--- config.mk ---
export PLATFORM = sky130hd
export DESIGN_NAME = uart_rx
export DESIGN_NICKNAME = d
export VERILOG_FILES = /design/src/rtl/uart_rx.sv
export SDC_FILE = /design/constraint.sdc
export NUM_CORES = 1
export LEC_CHECK = 0
export ABC_AREA = 1
export CAP_MARGIN = 30
export CORE_MARGIN = 5
export CORE_UTILIZATION = 50
export CTS_BUF_LIST = sky130_fd_sc_hd__clkbuf_16
export DETAILED_ROUTE_END_ITERATION = 12
export GPL_TIMING_DRIVEN = 0
export PLACE_DENSITY_LB_ADDON = 0.12
export SLEW_MARGIN = 20
export SYNTH_ARGS = -nofsm -noshare
export SYNTH_HDL_FRONTEND = slang
export SYNTH_SLANG_ARGS = --single-unit
--- constraint.sdc ---
create_clock -name clock -period 1.65 [get_ports clock]
set_input_delay 0.33 -clock clock [delete_from_list [all_inputs] [get_ports clock]]
set_output_delay 0.33 -clock clock [all_outputs]
set_load 0.02 [all_outputs]
--- src/rtl/uart_rx.sv ---
// UART receiver: 8N1 framing, mid-bit sampling from a single system clock.
// Holds the last good byte with valid/overrun status for a polled consumer.
module uart_rx #(
    parameter int clk_freq  = 10000000,
    parameter int baud_rate = 9600
) (
    input  logic       clock,
    input  logic       rst,
    input  logic       rx,
    input  logic       rd,
    output logic [7:0] rx_data,
    output logic       donerx,
    output logic       valid,
    output logic       frame_err,
    output logic       overrun
);

    localparam int CPB = clk_freq / baud_rate;
    localparam int CW  = (CPB > 2) ? $clog2(CPB) : 1;

    localparam logic [CW-1:0] HALF_M1 = CW'(CPB / 2 - 1);
    localparam logic [CW-1:0] FULL_M1 = CW'(CPB - 1);

    localparam logic [2:0] IDLE      = 3'd0;
    localparam logic [2:0] START     = 3'd1;
    localparam logic [2:0] DATA      = 3'd2;
    localparam logic [2:0] STOP      = 3'd3;
    localparam logic [2:0] WAIT_HIGH = 3'd4;

    logic          rx_s1;
    logic          rxs;
    logic [2:0]    state;
    logic [CW-1:0] cnt;
    logic [2:0]    bit_idx;
    logic [7:0]    shreg;
    logic          stop_tick;
    logic          good_stop;
    logic          bad_stop;

    // Two-flop synchronizer; resets to the idle-high line level
    always_ff @(posedge clock) begin
        if (!rst) begin
            rx_s1 <= 1'b1;
            rxs   <= 1'b1;
        end else begin
            rx_s1 <= rx;
            rxs   <= rx_s1;
        end
    end

    // Stop-bit decision, shared by the FSM and the status logic
    always_comb begin
        stop_tick = (state == STOP) && (cnt == FULL_M1);
        good_stop = stop_tick && rxs;
        bad_stop  = stop_tick && !rxs;
    end

    // Frame FSM: half-bit start qualification, then full-bit sampling
    always_ff @(posedge clock) begin
        if (!rst) begin
            state   <= IDLE;
            cnt     <= '0;
            bit_idx <= '0;
            shreg   <= '0;
        end else begin
            case (state)
                IDLE: begin
                    if (!rxs) begin
                        state   <= START;
                        cnt     <= '0;
                        bit_idx <= '0;
                    end
                end
                START: begin
                    if (cnt == HALF_M1) begin
                        cnt   <= '0;
                        state <= rxs ? IDLE : DATA;
                    end else begin
                        cnt <= cnt + CW'(1);
                    end
                end
                DATA: begin
                    if (cnt == FULL_M1) begin
                        cnt     <= '0;
                        shreg   <= {rxs, shreg[7:1]};
                        bit_idx <= bit_idx + 3'd1;
                        if (bit_idx == 3'd7) begin
                            state <= STOP;
                        end
                    end else begin
                        cnt <= cnt + CW'(1);
                    end
                end
                STOP: begin
                    if (cnt == FULL_M1) begin
                        cnt   <= '0;
                        state <= rxs ? IDLE : WAIT_HIGH;
                    end else begin
                        cnt <= cnt + CW'(1);
                    end
                end
                WAIT_HIGH: begin
                    // A held-low line (break) must not look like a new start bit
                    if (rxs) begin
                        state <= IDLE;
                    end
                end
                default: begin
                    state <= IDLE;
                end
            endcase
        end
    end

    // Output register, pulses and consumer status flags
    always_ff @(posedge clock) begin
        if (!rst) begin
            rx_data   <= 8'h00;
            donerx    <= 1'b0;
            frame_err <= 1'b0;
            valid     <= 1'b0;
            overrun   <= 1'b0;
        end else begin
            donerx    <= good_stop;
            frame_err <= bad_stop;
            if (good_stop) begin
                rx_data <= shreg;
                valid   <= 1'b1;
                // A read landing on the same edge consumes the old byte
                overrun <= rd ? 1'b0 : (overrun | valid);
            end else if (rd) begin
                valid   <= 1'b0;
                overrun <= 1'b0;
            end
        end
    end

endmodule

==> impl_summary.log <==
[metrics] sequential standard cell area: 783 sq um
[metrics] launching point of the worst reg2reg path: cnt[1]$_SDFFE_PN0P_
[metrics] combined buffer and inverter count along the critical path: 1
[metrics] combined area of the multi-input logic cells: 910 sq um
[metrics] CP endpoint: valid
[metrics] Worst IR Drop VDD: 900 uV
[metrics] timing-limited maximum frequency: 642 MHz
[metrics] Synth warnings: 0
[metrics] worst rel slew slack: 0.726
[metrics] global-route congestion overflow total: 0
[metrics] DRC errors left: 0
[metrics] Arrival @ worst endpoint: 1230 ps
[metrics] final core utilization: 0.657
[metrics] Worst setup startpoint: valid$_SDFFE_PN0P_
[metrics] delay of the slowest critical-path stage: 620 ps
[metrics] count of endpoints failing hold in the final timing report: 0
[metrics] Die Height: 69.8 microns
[metrics] synth cell count leaders: sky130_fd_sc_hd__nor2_1 (70), sky130_fd_sc_hd__nand2_1 (40), sky130_fd_sc_hd__dfxtp_1 (39)
[metrics] capture instance of the worst register-to-register path: cnt[3]$_SDFFE_PN0P_
[metrics] worst hold margin: 387 ps
[metrics] area share of the largest cell type after synthesis: 0.436
[metrics] P&R area growth vs syn: 24.5%
[metrics] core area: 3390 sq um
[metrics] top area cells in the synthesized netlist: sky130_fd_sc_hd__dfxtp_1 (44%), sky130_fd_sc_hd__nor2_1 (15%), sky130_fd_sc_hd__nand2_1 (8.4%)
[metrics] sequential area share after synthesis: 0.436
[metrics] flip-flop and latch count after synthesis: 39
[metrics] post-CTS clock slew at the launch and capture registers of the worst setup and hold paths: 50 ps
[metrics] Setup Skew: 5.79 ps
[metrics] IO Count: 16
[metrics] Pre-antenna DRT Iters: 4
[metrics] IO Port Bufs: 14
[metrics] Clock H-tree levels: 2
[metrics] DRT antenna net count: 0
[metrics] min cycle time layout: 1560 ps
[metrics] cell with the largest stage delay on the worst path: sky130_fd_sc_hd__clkdlybuf4s50_1
[metrics] worst min path class: input port to register
[metrics] Post-Place Cell Area: 1990 sq um
[metrics] ratio of cells with drive above 1 in the final layout: 0.121
[metrics] CTS buffer count: 5
[metrics] final worst setup slack: 91.6 ps
[metrics] final clock period utilization by the worst path: 0.944
[metrics] net count after synthesis: 264
[metrics] maximum fanout along the worst path: 2
[metrics] kind of cell adding the most delay to the critical path: buffers and inverters
[metrics] detailed-route wire length: 3860 microns
[metrics] initial standard-cell utilization of the core: 0.528
[metrics] number of rows created at floorplan: 21
[metrics] required time reported for the critical path endpoint: 1320 ps
[metrics] number of fill cells: 306
[metrics] nets@finish: 288
[metrics] cell area after layout: 2230 sq um
[metrics] global-route wire length before repair: 6500 microns
[metrics] Placement Setup Slack: 15.8 ps
[metrics] total via count after detailed routing: 1647
[metrics] number of slew-limit violations in the final report: 0
[metrics] clock latency of the later-clocked register in the worst-skew pair: 280 ps
[metrics] most instantiated library cell after synthesis: sky130_fd_sc_hd__nor2_1
[metrics] sum of internal, switching and leakage power: 3.06 mW
[metrics] detailed router's first-iteration violation count: 124
[metrics] post-synth top area cell: sky130_fd_sc_hd__dfxtp_1
[metrics] number of distinct standard cells referenced by the synthesized netlist: 25
[metrics] Inserted Diodes: 0
[metrics] number of antenna violations at the first check in global routing: 0
[metrics] Total Negative Setup Slacks: 0 ps
[metrics] critical-path cell list: clkdlybuf4s50_1
[metrics] status: completed
[metrics] number of buffers on the longest clock path: 2
[metrics] reg-to-reg slack, setup: 100 ps
[metrics] power per cell area: 1370 nW/um^2
[metrics] horizontal die dimension: 69.8 microns
[metrics] Top FF cell, synth: sky130_fd_sc_hd__dfxtp_1
[metrics] Leakage Power: 0.936 nW
[metrics] Vias/cell: 5.04
[metrics] cell count after placement: 316
[metrics] Final HPWL DP: 2790 microns
[metrics] Crit. path cell count: 1
[metrics] pin count of the biggest net entering global routing: 13
[metrics] TritonCTS clock tree: yes
[metrics] total track usage: 0.165
[metrics] final RePlAce weighted congestion: 0.887
[metrics] area of the die: 4870 sq um
[metrics] root buffer cell: sky130_fd_sc_hd__clkbuf_16
[metrics] number of sinks handled by clock tree synthesis: 39
[metrics] per-instance average area after synthesis: 6.99 sq um
[metrics] Cell Count, Final, Fillers Out: 327
[metrics] worst setup path class: register to output port
[metrics] number of enable flip-flop cells after synthesis: 0
[metrics] Setup violations, final: 0
[metrics] # Max-Cap Violations: 0
[metrics] routed len/inst: 11.8 microns
[metrics] Tightest Pin Transition: 411 ps
[metrics] post-synthesis instance total: 256
[metrics] via count of the first global-routing pass: 1442
[metrics] type of element launching the critical path: register
[metrics] number of cell instances on the worst register-to-register path: 9
[metrics] Async SR Flop Fraction: 0
[metrics] post-synthesis cell area: 1790 sq um
[metrics] CP Capture Type: output port
-- how the worst min path moves through the flow --
stage | endpoint | cells past startpoint | from
finish | cnt[8]$_SDFFE_PN0P_ | 3 | rst
global route | cnt[8]$_SDFFE_PN0P_ | 3 | rst
CTS | cnt[8]$_SDFFE_PN0P_ | 3 | rst
detailed placement | rxs$_SDFF_PN1_ | 1 | rx_s1$_SDFF_PN1_
global placement | rxs$_SDFF_PN1_ | 1 | rx_s1$_SDFF_PN1_
floorplan | rxs$_SDFF_PN1_ | 1 | rx_s1$_SDFF_PN1_
-- what timing repair did --
item / 4_1_cts / 5_1_grt
endpoints found under the setup margin: 0 / 31
gates resized for setup: 0 / 10
setup buffers: 0 / 3
hold buffers: 0 / 0
-- routing by layer --
metal	track usage	up-vias	wire [microns]
met5	0	-	0
met4	0.0574	0	53
met3	0.0507	8	169
met2	0.248	32	1740
met1	0.223	750	1900
li1	-	857	-
-- power breakdown --
part | switching, mW | internal, mW
logic | 0.526 | 0.256
clock network | 0.351 | 0.860
registers | 0.0639 | 0.999
-- flip-flops by register name (all words and copies together), names as in the netlist --
signal,cells
shreg,8
rx_s1,1
state,3
cnt,11
bit_idx,3
donerx,1
rx_data,8
valid,1
rxs,1
frame_err,1
overrun,1
-- layout make-up --
type | instances | share of cell area
tap | 46 | 0.0258
clock buffer | 5 | 0.0561
clock inverter | 3 | 0.0286
multi-input combinational | 186 | 0.408
sequential | 39 | 0.351
buffer | 5 | 0.0129
inverter | 26 | 0.0438
timing repair buffer | 17 | 0.0730
-- layout by cell type (no fill, tap or decap), drive strengths merged --
cell,count
o22ai,1
nor2,72
a21boi,1
xor2,5
nor3,7
or2,2
nand4,3
nand3,16
dfxtp,39
buf,6
a21oi,6
clkbuf,7
o21bai,1
bufinv,2
ha,4
o21ai,24
clkdlybuf4s50,14
nand2,44
inv,27
-- logic make-up (layout without fill, tap and decap cells) --
| logic type | count (synthesis) | after routing | synth area share |
|---|---|---|---|
| and+or+nand+nor | 144 | 144 | 0.336 |
| DFF | 39 | 39 | 0.436 |
| AOI/OAI and AO/OA | 33 | 33 | 0.104 |
| buffers and inverters | 31 | 56 | 0.0706 |
| xor gates and xnor gates | 5 | 5 | 0.0245 |
| adders and majority gates | 4 | 4 | 0.0280 |
No activity file was read; power rests on OpenSTA's default activity.
